$ cat src/rtl/axi_stream_fifo.sv
// First-word-fall-through AXI-Stream FIFO with beat and packet occupancy counters.
// Full/empty come from the registered count only, so there is no bypass or pass-through path.
module axi_stream_fifo #(
   parameter int DATA_WIDTH = 32,
   parameter int DEPTH      = 8
) (
   input  logic                        aclk,
   input  logic                        areset,
   input  logic [DATA_WIDTH-1:0]       s_tdata,
   input  logic                        s_tlast,
   input  logic                        s_tvalid,
   output logic                        s_tready,
   output logic [DATA_WIDTH-1:0]       m_tdata,
   output logic                        m_tlast,
   output logic                        m_tvalid,
   input  logic                        m_tready,
   output logic [$clog2(DEPTH):0]      count,
   output logic [$clog2(DEPTH):0]      pkt_count
);

   localparam int AW = $clog2(DEPTH);
   localparam int CW = AW + 1;

   logic [DATA_WIDTH:0] mem [DEPTH];
   logic [AW-1:0]       wr_ptr;
   logic [AW-1:0]       rd_ptr;
   logic [DATA_WIDTH:0] head;
   logic                wr;
   logic                rd;
   logic                pkt_inc;
   logic                pkt_dec;

   assign s_tready = (count != CW'(DEPTH));
   assign m_tvalid = (count != '0);
   assign head     = mem[rd_ptr];
   assign m_tdata  = head[DATA_WIDTH-1:0];
   assign m_tlast  = head[DATA_WIDTH];

   // Handshakes seen while reset is asserted must not move any state.
   assign wr      = s_tvalid & s_tready & ~areset;
   assign rd      = m_tvalid & m_tready & ~areset;
   assign pkt_inc = wr & s_tlast;
   assign pkt_dec = rd & m_tlast;

   always_ff @(posedge aclk) begin
      if (wr) begin
         mem[wr_ptr] <= {s_tlast, s_tdata};
      end
   end

   always_ff @(posedge aclk) begin
      if (areset) begin
         wr_ptr    <= '0;
         rd_ptr    <= '0;
         count     <= '0;
         pkt_count <= '0;
      end else begin
         if (wr) begin
            wr_ptr <= wr_ptr + AW'(1);
         end
         if (rd) begin
            rd_ptr <= rd_ptr + AW'(1);
         end
         if (wr && !rd) begin
            count <= count + CW'(1);
         end else if (rd && !wr) begin
            count <= count - CW'(1);
         end
         if (pkt_inc && !pkt_dec) begin
            pkt_count <= pkt_count + CW'(1);
         end else if (pkt_dec && !pkt_inc) begin
            pkt_count <= pkt_count - CW'(1);
         end
      end
   end

endmodule

$ cat config.mk
export PLATFORM = sky130hd
export DESIGN_NAME = axi_stream_fifo
export DESIGN_NICKNAME = d
export VERILOG_FILES = /design/src/rtl/axi_stream_fifo.sv
export SDC_FILE = /design/constraint.sdc
export NUM_CORES = 1
export LEC_CHECK = 0
export ABC_AREA = 1
export CAP_MARGIN = 20
export CORE_MARGIN = 1
export CORE_UTILIZATION = 40
export DETAILED_ROUTE_END_ITERATION = 16
export SYNTH_ARGS = -nofsm -noshare
export SYNTH_HDL_FRONTEND = slang
export SYNTH_SLANG_ARGS = --single-unit
$ cat constraint.sdc
create_clock -name aclk -period 3.72 [get_ports aclk]
set_input_delay 0.744 -clock aclk [delete_from_list [all_inputs] [get_ports aclk]]
set_output_delay 0.744 -clock aclk [all_outputs]
set_load 0.1 [all_outputs]
; ---- Yosys cells after proc, flatten, opt, wreduce, memory -nomap -nowiden
; Memories as Yosys holds them, arrays and structs flattened. A register that Yosys moved wholly into a read port is not among the register bits.
; Index checks and enable logic that the tools add are counted.
[op_classes]
n_addsub = 6
eq_ne = 1
n_mux = 8
bitwise_logic = 7
n_reduce_logical = 11
[op_table]
columns = operator, n
row1 = two-way mux 4 bit, 4
row2 = "adder 4 x 1 -> 4 bit, second input constant", 2
row3 = "subtractor 4 x 1 -> 4 bit, second input constant", 2
row4 = "adder 3 x 1 -> 3 bit, second input constant", 2
row5 = AND 1 bit, 6
row6 = two-way mux 3 bit, 2
row7 = logical AND 1 bit, 4
row8 = zero test 1 bit, 4
row9 = "!= test 4 bit, second input constant", 1
row10 = nonzero test 2 bit, 2
row11 = nonzero test 4 bit, 1
row12 = two-way mux 1 bit, 2
row13 = inverter 1 bit, 1
[totals]
reg_bits = 14
ramBits = 264
inputBits = 37
out_inout_bits = 43
mem_count = 1
[memory_table]
columns = memory, depth, width, read_ports, rd_ports_with_merged_regs, write_ports, line_no
row1 = mem, 8, 33, 1, 1, 1, 24  ; logic [DATA_WIDTH:0] mem [DEPTH];

; ---- Longest topological paths before layout
[depth]
depth_word = 8
mapped_depth = 18
mapped_depth_nobuf = 15

; ---- Worst setup path before layout
; No wires, ideal clock.
[synth_timing]
path_kind = reg-to-reg
start = reg count[0]
end = mem mem[4][0] (netlist name), enable pin
setup_ps = 465
t_arrival_ps = 4673
required_ps = 3255
path_slack_ps = -1417
path_stages_with_launch = 6
n_path_buf = 1
synth_period_minus_slack_ps = 5137
path_cell_list = dfxtp_1 nor2_1 nand3_1 nand2_1 buf_4 nor3_1
[synth_via]
elab_chain_len = 5
[synth_rtl]
columns = item, line_no
row1 = "start, declared", 17  ; output logic [$clog2(DEPTH):0] count,
row2 = "start signal, assigned", 65  ; count <= count + CW'(1);
row3 = "start signal, assigned", 67  ; count <= count - CW'(1);
row4 = != test 4 bit, 33  ; assign s_tready = (count != CW'(DEPTH));
row5 = via s_tready, 12  ; output logic s_tready,
row6 = AND 1 bit (2 in series), 40  ; assign wr = s_tvalid & s_tready & ~areset;
row7 = two-way mux 1 bit, 46  ; if (wr) begin
row8 = two-way mux 1 bit (not written as such), 47  ; mem[wr_ptr] <= {s_tlast, s_tdata};
row9 = "end, declared", 24
; The timed path passes the listed nets, and every way through them passes these cells.

==> flow_summary.json <==
{
  "outcome": "finished clean",
  "wire_length_of_the_first_global_routing_pass_um": 36000,
  "average_routed_wire_per_standard_cell_um": 16.2,
  "postCtsSetupBuffers": 0,
  "drc_errors": 0,
  "grt_util_all_layers": 0.161,
  "pin_count_of_the_biggest_net_entering_global_routing": 133,
  "grt_antenna_before_repair": 1,
  "synthesized_cell_area_um2": 11300,
  "detail_route.iter0.violations": 576,
  "cts_inserted_buffers": 29,
  "grt_pass1_vias": 6742,
  "sum_of_internal_switching_and_leakage_power_mw": 8.75,
  "leakage_nw": 4.85,
  "final_slew_viol_count": 0,
  "floorplan.initialDensity": 0.407,
  "std_cell_rows": 61,
  "syn_to_final_growth_pct": 21.0,
  "clk_latency_ps": 550,
  "syn-num-nets": 993,
  "core_region_area_um2": 27900,
  "max_clock_freq_mhz": 315,
  "die-width_um": 170,
  "finClkSkew_ps": 7.16,
  "synthesis.yosys.warnings": 0,
  "detailedRoute.firstPassIterationCount": 4,
  "worst_ep_required_time_ps": 2980,
  "timing.hold.worst.class": "flop to flop",
  "clockRootBuffer": "sky130_fd_sc_hd__clkbuf_16",
  "drv.max_cap_violation_count": 0,
  "postLayoutCellArea_um2": 13700,
  "ant_nets": 0,
  "cts.repair.resized": 0,
  "post_synth_num_cell_types": 22,
  "place_hpwl_um": 12200,
  "post_synth.cell_area_avg_um2": 12.0,
  "slew_headroom": 0.351,
  "cts_max_path_buffers": 3,
  "dr_total_vias": 6976,
  "worst_ir_drop_vdd_mv": 0.346,
  "grt_overflow_total": 0,
  "layout_setup_ws_ps": 542,
  "setup_violations": 0,
  "worst-endpoint-arrival_ps": 2430,
  "clk_transition_reported_paths_ps": 60,
  "power.density_cell_area_nw_per_um2": 638,
  "ctsHoldBuffers": 0,
  "worst-slew-pin-transition_ps": 971,
  "dp_worst_setup_slack_ps": 774,
  "num-nets-final": 1070,
  "ys_seq_area_frac": 0.729,
  "drt-vias-per-instance": 4.92,
  "rsz0062_at_grt": "false",
  "setup.worst_path.class": "flop to primary output",
  "worst_setup_path_end_kind": "primary output",
  "fin_crit_ps": 3180,
  "portBuffers": 79,
  "min_period_over_period": 0.854,
  "routabilityCongestion": 0.763,
  "io_pins": 80,
  "netlist_instances": 946,
  "filler_cell_count": 2424,
  "routed_wl_um": 23100,
  "die-height_um": 170,
  "post_route_cells_drive_above_1_share": 0.0962,
  "tritoncts": "built",
  "cts.sinks": 281,
  "synth-seq-cells": 281,
  "post_dp_cell_area_um2": 12900,
  "fin_hold_ws_ps": 498,
  "timing.critical_path.from_type": "flop",
  "path_max_fanout": 96,
  "endpoints_failing_hold": 0,
  "floorplan.die_area_um2": 29000,
  "clock_tree.htree_level_count": 1
}
==> registers in the layout (all words and copies together) (netlist names), named ones only <==
name / flops
rd_ptr: 3
mem: 264
count: 4
wr_ptr: 3
pkt_count: 4
==> logic make-up after synthesis <==
| kind of cell | after synthesis | share of synthesized area |
|---|---|---|
| AOI/OAI and AO/OA | 204 | 0.0901 |
| xor gates and xnor gates | 6 | 0.00464 |
| adders and majority gates | 10 | 0.0124 |
| buffers and inverters | 76 | 0.0380 |
| DFF | 281 | 0.729 |
| and+or+nand+nor | 369 | 0.126 |
==> cells in the final DEF (no fill, tap or decap), types with 2 or more instances in the layout <==
cell type	count
sky130_fd_sc_hd__nand3_1	19
sky130_fd_sc_hd__buf_4	18
sky130_fd_sc_hd__o21ai_1	128
sky130_fd_sc_hd__dfxtp_4	2
sky130_fd_sc_hd__inv_1	23
sky130_fd_sc_hd__clkbuf_1	11
sky130_fd_sc_hd__o21ai_0	69
sky130_fd_sc_hd__clkinv_1	4
sky130_fd_sc_hd__nor2_1	209
sky130_fd_sc_hd__a21oi_1	7
sky130_fd_sc_hd__ha_1	8
sky130_fd_sc_hd__clkdlybuf4s50_1	44
sky130_fd_sc_hd__dfxtp_1	15
sky130_fd_sc_hd__xor2_1	6
sky130_fd_sc_hd__edfxtp_1	264
sky130_fd_sc_hd__buf_12	36
sky130_fd_sc_hd__nand2_1	131
sky130_fd_sc_hd__clkbuf_16	29
sky130_fd_sc_hd__fa_1	2
sky130_fd_sc_hd__nor3_4	8
==> cells in the mapped netlist, drive strengths merged <==
cell / instances / share of area
nor3: 8 / 0.0035
dfxtp: 17 / 0.030
edfxtp: 264 / 0.70
clkbuf: 16 / 0.0054
fa: 2 / 0.0035
o21ai: 197 / 0.087
nand2: 131 / 0.043
nor2: 209 / 0.069
buf: 36 / 0.024
nand3: 20 / 0.0088
ha: 8 / 0.0088
a21oi: 7 / 0.0031
xor2: 6 / 0.0046
or2: 1 / 0.00055
inv: 24 / 0.0082
==> stage by stage <==
step / instances / utilization / TNS (ps)
CTS: 1418 / 0.492 / 0
finish: 1419 / 0.492 / 0
floorplan: 946 / - / -13650
detailed placement: 1370 / 0.462 / 0
global route: 1418 / 0.492 / 0
global placement: 1370 / 0.462 / 0
==> worst max-delay path, stage by stage (launching register included) <==
cell and delay [ps]:
sky130_fd_sc_hd__dfxtp_4 360, sky130_fd_sc_hd__inv_4 310, sky130_fd_sc_hd__buf_12 410, sky130_fd_sc_hd__nor2_1 80, sky130_fd_sc_hd__o21ai_0 210, sky130_fd_sc_hd__nand2_1 70, sky130_fd_sc_hd__nand2_1 140, sky130_fd_sc_hd__buf_12 190
==> cell type report <==
| class | instances | area [µm²] | area share |
|---|---|---|---|
| diodes | 1 | 2.50 | 0.000182 |
| clock buffers | 40 | 767 | 0.0559 |
| clock inverters | 8 | 77.6 | 0.00566 |
| inverters | 24 | 92.6 | 0.00675 |
| multi-input cells | 589 | 2730 | 0.199 |
| flip-flops and latches | 281 | 8280 | 0.603 |
| well taps | 378 | 473 | 0.0345 |
| repair buffers | 98 | 1300 | 0.0945 |
==> layer usage <==
layer | GRT usage | up-vias | share of wire
met1 | 0.220 | 3355 | 0.47
met3 | 0.0274 | 36 | 0.044
met4 | 0.0403 | 0 | 0.017
met2 | 0.268 | 130 | 0.47
met5 | 0 | - | 0
li1 | - | 3455 | -
==> final timing paths <==
check                           startpoint      endpoint  slack, ps  cells past startpoint
worst min-delay path             rd_ptr[1]          flop        500                      2
worst min register to register   rd_ptr[1]          flop        500                      2
worst max-delay path                  flop   m_tdata[14]        540                      7
worst max register to register        flop  pkt_count[3]       1050                     15
==> where the power goes <==
part	switching, mW	internal (mW)
Sequential	0.0692	3.56
Combinational	1.75	0.757
Clock	1.12	1.50
No activity file was read; power rests on OpenSTA's default activity.
